<file path="config.mk">
export PLATFORM = sky130hd
export DESIGN_NAME = bin2bcd_seq
export DESIGN_NICKNAME = d
export VERILOG_FILES = /design/src/rtl/bin2bcd_pkg.sv /design/src/rtl/bin2bcd_seq_digit_adj.sv /design/src/rtl/bin2bcd_seq.sv
export SDC_FILE = /design/constraint.sdc
export NUM_CORES = 1
export LEC_CHECK = 0
export BUFFER_PORTS_ARGS = -buffer_cell sky130_fd_sc_hd__buf_2
export CAP_MARGIN = 30
export CORE_AREA = 2 2 59 88
export CTS_CLUSTER_DIAMETER = 80
export DETAILED_ROUTE_END_ITERATION = 10
export DIE_AREA = 0 0 61 90
export GPL_TIMING_DRIVEN = 1
export SLEW_MARGIN = 10
export SYNTH_ARGS = -nofsm -noshare
export SYNTH_HDL_FRONTEND = slang
export SYNTH_SLANG_ARGS = --single-unit
</file>
<file path="constraint.sdc">
create_clock -name clk -period 4.4 [get_ports clk]
set_clock_uncertainty 0.2 [all_clocks]
set_input_delay 0.22 -clock clk [delete_from_list [all_inputs] [get_ports clk]]
set_output_delay 0.22 -clock clk [all_outputs]
set_load 0.05 [all_outputs]
</file>
<file path="src/rtl/bin2bcd_pkg.sv">
// Shared types and elaboration helpers for the sequential binary-to-BCD converter.
package bin2bcd_pkg;

    typedef enum logic {
        IDLE  = 1'b0,
        SHIFT = 1'b1
    } state_e;

    // Counter width able to hold the value bin_w (the initial shift count).
    function automatic int cnt_width(input int bin_w);
        return $clog2(bin_w + 1);
    endfunction

    // Smallest digit count whose decimal range covers 2**bin_w - 1.
    function automatic int min_digits(input int bin_w);
        longint unsigned max_val;
        longint unsigned limit;
        int              d;
        max_val = (64'd1 << bin_w) - 64'd1;
        limit   = 64'd10;
        d       = 1;
        while (limit <= max_val) begin
            d     = d + 1;
            limit = limit * 64'd10;
        end
        return d;
    endfunction

endpackage

</file>
<file path="src/rtl/bin2bcd_seq_digit_adj.sv">
// Single BCD digit pre-shift correction: add 3 when the digit is 5 or more.
module bcd_digit_adj (
    input  logic [3:0] digit_i,
    output logic [3:0] digit_o
);

    always_comb begin
        digit_o = (digit_i >= 4'd5) ? digit_i + 4'd3 : digit_i;
    end

endmodule

</file>
<file path="src/rtl/bin2bcd_seq.sv">
// Sequential double-dabble converter: one binary bit shifted into the BCD
// scratch per clock, result published on a single-cycle done pulse.
module bin2bcd_seq
    import bin2bcd_pkg::*;
#(
    parameter int BIN_W  = 8,
    parameter int DIGITS = 3
) (
    input  logic                  clk,
    input  logic                  rst,
    input  logic                  start,
    input  logic [BIN_W-1:0]      bin,
    output logic                  busy,
    output logic                  done,
    output logic [4*DIGITS-1:0]   bcd
);

    localparam int CNT_W = cnt_width(BIN_W);
    localparam int BCD_W = 4 * DIGITS;

    generate
        if (DIGITS < min_digits(BIN_W)) begin : g_digits_check
            $error("bin2bcd_seq: DIGITS=%0d too small for BIN_W=%0d", DIGITS, BIN_W);
        end
    endgenerate

    state_e             state_q, state_d;
    logic [CNT_W-1:0]   cnt_q, cnt_d;
    logic [BIN_W-1:0]   shift_q, shift_d;
    logic [BCD_W-1:0]   scratch_q, scratch_d;
    logic [BCD_W-1:0]   bcd_q, bcd_d;
    logic               done_q, done_d;
    logic [BCD_W-1:0]   adj;
    logic               adj_msb_unused;

    for (genvar gi = 0; gi < DIGITS; gi++) begin : g_adj
        bcd_digit_adj u_adj (
            .digit_i (scratch_q[4*gi +: 4]),
            .digit_o (adj[4*gi +: 4])
        );
    end

    // With enough digits the top scratch bit never carries a 1 out on shift.
    assign adj_msb_unused = adj[BCD_W-1];

    always_ff @(posedge clk or posedge rst) begin
        if (rst) begin
            state_q   <= IDLE;
            cnt_q     <= '0;
            shift_q   <= '0;
            scratch_q <= '0;
            bcd_q     <= '0;
            done_q    <= 1'b0;
        end else begin
            state_q   <= state_d;
            cnt_q     <= cnt_d;
            shift_q   <= shift_d;
            scratch_q <= scratch_d;
            bcd_q     <= bcd_d;
            done_q    <= done_d;
        end
    end

    always_comb begin
        state_d   = state_q;
        cnt_d     = cnt_q;
        shift_d   = shift_q;
        scratch_d = scratch_q;
        bcd_d     = bcd_q;
        done_d    = 1'b0;
        case (state_q)
            IDLE: begin
                if (start) begin
                    shift_d   = bin;
                    scratch_d = '0;
                    cnt_d     = CNT_W'(BIN_W);
                    state_d   = SHIFT;
                end
            end
            SHIFT: begin
                scratch_d = {adj[BCD_W-2:0], shift_q[BIN_W-1]};
                shift_d   = {shift_q[BIN_W-2:0], 1'b0};
                cnt_d     = cnt_q - CNT_W'(1);
                // Only the completed value ever reaches the output register.
                if (cnt_q == CNT_W'(1)) begin
                    bcd_d   = scratch_d;
                    done_d  = 1'b1;
                    state_d = IDLE;
                end
            end
            default: state_d = IDLE;
        endcase
    end

    assign busy = (state_q == SHIFT);
    assign done = done_q;
    assign bcd  = bcd_q;

endmodule

</file>
==> implementation parameters <==
Parameter                              Value

Placement
  Detailed placer's ending HPWL    2197 microns
  Last weighted congestion value of the routability-driven placer    0.7925
  Count of input and output buffers    24

Power
  Leak    0.001092 uW
  Power Density    769.8 nW/um^2
  Highest ir drop seen on vdd    0.2557 mV

Cells and area
  Number of diodes    0
  Proportion of layout cells with a drive suffix above 1    20.00%
  Final net count    218
  Area Growth Syn to Fin    16.79%

Worst setup path
  Depth of the most critical reg-to-reg path    4
  CP Cell Sequence    buf_4 > nand4bb_1 > inv_1 > mux2_4
  Critical path launch point type    register
  Capture point of the worst reg-to-reg path    bcd[10]
  Largest delay contributor family on the critical path    buffers and inverters
  Peak per-stage delay on the critical path    670 ps
  Arrival time at the worst endpoint    2400 ps
  Required time of the critical path    4370 ps
  Setup slack, reg-to-reg    1980 ps
  Origin of the critical flop-to-flop path    busy
  Worst setup path startpoint    busy
  CP endpoint kind    register
  Highest-delay cell along the critical path    sky130_fd_sc_hd__nand4bb_1
  Maximum net fanout on the critical path    39
  Crit Path Category    reg2reg
  Worst path bufs/invs    2
  Count of cell instances traversed by the critical path    4
  Worst setup path endpoint    bcd[10]

Yosys
  Warnings, synthesis    0
  Syn avg cell area    10.66 sq um
  Net count after synthesis    191
  Library cells used by synthesis    29
  Ranking of synthesized cells by area    sky130_fd_sc_hd__dfrtp_1 (52%), sky130_fd_sc_hd__mux2i_1 (9.8%), sky130_fd_sc_hd__ha_1 (5.5%)
  Post-Synthesis Cells    172
  Sequential-to-total area share from yosys stat    51.88%
  Number of synthesized register bits    38
  Mapped Area    1833 sq um
  Leading area contributor after synthesis    sky130_fd_sc_hd__dfrtp_1
  Share of the synthesized area in the top cell type    51.88%

Floorplan
  I/O pin count    25
  Core Box Area    4771 sq um
  Area of the die    5490 sq um
  Die height    90 microns
  Horizontal extent of the die    61 microns
  FP Rows    31
  Initial Util    38.42%

Clocking
  Clk pin slew, worst setup/hold paths    70 ps
  Quantity of gates resized following cts    0
  Skew-Pair Late Insertion Delay    290 ps
  Post-CTS Setup Repair Bufs    0
  Number of clock buffers inserted by TritonCTS    5
  CTS H-Tree Depth    2
  TritonCTS clock tree    done
  Hold bufs inserted after CTS    2
  Maximum clock path buffer count    2
  Count of clock tree sinks    38
  Root cell of the clock tree    sky130_fd_sc_hd__clkbuf_8

GRT
  Global router's overall resource usage    13.46%
  Via count of the first global-routing pass    1233
  Number of antenna violations at the first check in global routing    0
  First-pass GRT wire length    5547 microns
  Grt total ovfl    0
  Maximum number of pins on one net before global-route repair    40

Routing
  First-pass DRT Iterations    4
  Wire length per cell    12.11 microns
  Initial DRC Count    18
  Aggregate routed wire length    3220 microns
  Total number of vias    1254
  Residual DRC count    0
  Via density per instance    4.714
  Number of nets with antenna violations after detailed routing    0

STA
  Setup total negative slack    0 ps
  Clock period minus final worst setup slack    2425 ps
  Minimum hold slack    27.12 ps
  Final worst path period share    55.11%
  Number of hold violations in the final report    0
  Setup repair after global routing missed its margin    false
  Highest attainable clock frequency    412.4 MHz
  Worst Tran Pin Value    749.4 ps
  Number of slew-limit violations in the final report    0
  Headroom to the max-slew limit    49.76%
  Final setup violation count    0

Hold path
  Path type of the worst min-delay path    in2reg

Job
  # Max-Cap Violations    0

Status
  Result of the run    finished clean
==> through the flow <==
step,cells,worst slack [ps],util [%],area (sq um),total power (uW)
2_1_floorplan,172,2714,-,1833,1231
3_3_place_gp,256,1961,42.15,2011,1380
3_5_place_dp,256,1905,42.15,2011,1396
4_1_cts,266,1900,44.87,2141,1676
5_1_grt,266,1672,44.87,2141,1786
6_report,266,1975,44.87,2141,1648
==> cell type report <==
cell class                      count  area [sq um]
Clock buffer                        8         110.1
Timing Repair Buffer               28         155.1
Multi-Input combinational cell    116         804.5
Inverter                           10         37.54
Fill cell                         461          2630
Sequential cell                    38         950.9
Tap cell                           66         82.58
==> state kept, by name (all words and copies together) (netlist names) <==
signal     flops
bcd           12
cnt_q          4
scratch_q     12
done           1
shift_q        8
busy           1
==> synth_stat cells <==
library cell,count
sky130_fd_sc_hd__xor2_1,1
sky130_fd_sc_hd__a21oi_1,7
sky130_fd_sc_hd__a21o_1,1
sky130_fd_sc_hd__buf_4,1
sky130_fd_sc_hd__mux2_2,3
sky130_fd_sc_hd__mux2_4,1
sky130_fd_sc_hd__a31oi_1,1
sky130_fd_sc_hd__or3_1,1
sky130_fd_sc_hd__nand2_1,23
sky130_fd_sc_hd__nand2b_1,13
sky130_fd_sc_hd__buf_1,1
sky130_fd_sc_hd__clkbuf_1,1
sky130_fd_sc_hd__nor3b_1,5
sky130_fd_sc_hd__inv_1,10
sky130_fd_sc_hd__xnor2_1,3
sky130_fd_sc_hd__a21oi_2,1
sky130_fd_sc_hd__a21o_2,1
sky130_fd_sc_hd__o31ai_1,2
sky130_fd_sc_hd__nor2_1,5
sky130_fd_sc_hd__a22o_1,1
sky130_fd_sc_hd__a32o_1,1
sky130_fd_sc_hd__buf_2,5
sky130_fd_sc_hd__ha_1,8
sky130_fd_sc_hd__mux2i_1,18
sky130_fd_sc_hd__nand4bb_1,1
sky130_fd_sc_hd__dfrtp_1,38
sky130_fd_sc_hd__o21ai_0,17
sky130_fd_sc_hd__o21ai_1,1
sky130_fd_sc_hd__o22a_1,1
==> cell usage in the layout, fill, tap and decap left out <==
cell type	netlist	routed
sky130_fd_sc_hd__a32o_1	1	1
sky130_fd_sc_hd__a21o_1	1	1
sky130_fd_sc_hd__buf_2	5	24
sky130_fd_sc_hd__mux2_4	1	1
sky130_fd_sc_hd__o31ai_1	2	2
sky130_fd_sc_hd__xor2_1	1	1
sky130_fd_sc_hd__a31oi_1	1	1
sky130_fd_sc_hd__dlygate4sd3_1	0	2
sky130_fd_sc_hd__o21ai_1	1	1
sky130_fd_sc_hd__ha_1	8	8
sky130_fd_sc_hd__a21o_2	1	1
sky130_fd_sc_hd__a21oi_1	7	7
sky130_fd_sc_hd__or3_1	1	1
sky130_fd_sc_hd__a22o_1	1	1
sky130_fd_sc_hd__o22a_1	1	1
sky130_fd_sc_hd__nand4bb_1	1	1
sky130_fd_sc_hd__clkbuf_8	0	8
sky130_fd_sc_hd__inv_1	10	10
sky130_fd_sc_hd__dfrtp_1	38	38
sky130_fd_sc_hd__nand2_1	23	23
sky130_fd_sc_hd__buf_4	1	2
sky130_fd_sc_hd__xnor2_1	3	3
sky130_fd_sc_hd__nor2_1	5	5
sky130_fd_sc_hd__mux2_2	3	3
sky130_fd_sc_hd__nand2b_1	13	13
sky130_fd_sc_hd__nor3b_1	5	5
sky130_fd_sc_hd__a21oi_2	1	1
sky130_fd_sc_hd__mux2i_1	18	18
sky130_fd_sc_hd__o21ai_0	17	17
==> report_power, final <==
group	total (uW)	switching (uW)	internal, uW
Combinational	779	484	295
Clock	273	115	158
Sequential	596	98.5	498
==> kinds of logic after synthesis <==
kind of cell    share of synthesized area (%)
simple gates                            13.17
flops                                   51.88
compound gates                          10.85
mux                                     12.49
buf+inv                                 4.232
fa+ha+maj                               5.461
xor+xnor                                1.912
==> tightest hold or removal path, cell delays in order <==
cell                      delay [ps]
sky130_fd_sc_hd__buf_2            80
sky130_fd_sc_hd__mux2i_1          50
sky130_fd_sc_hd__o21ai_0         130
==> worst min-delay path by stage <==
stage	to	startpoint	slack, ps	depth (start not counted)
detailed placement	bcd[5]	rst	170	3
floorplan	shift_q[0]	bin[0]	180	2
global placement	bcd[5]	rst	160	3
global route	shift_q[7]	bin[7]	50	3
finish	shift_q[4]	bin[4]	30	3
CTS	shift_q[4]	bin[4]	20	3
==> layer usage <==
layer | wire (microns) | vias to the layer above | global-route usage [%] | part of all wire [%]
met1 | 1426 | 591 | 16.09 | 44
met3 | 90 | 6 | 3.453 | 2.8
met5 | 0 | - | 0 | 0
li1 | - | 636 | - | -
met2 | 1636 | 21 | 21.68 | 51
met4 | 65 | 0 | 6.522 | 2.0
No activity file was read; power rests on OpenSTA's default activity.
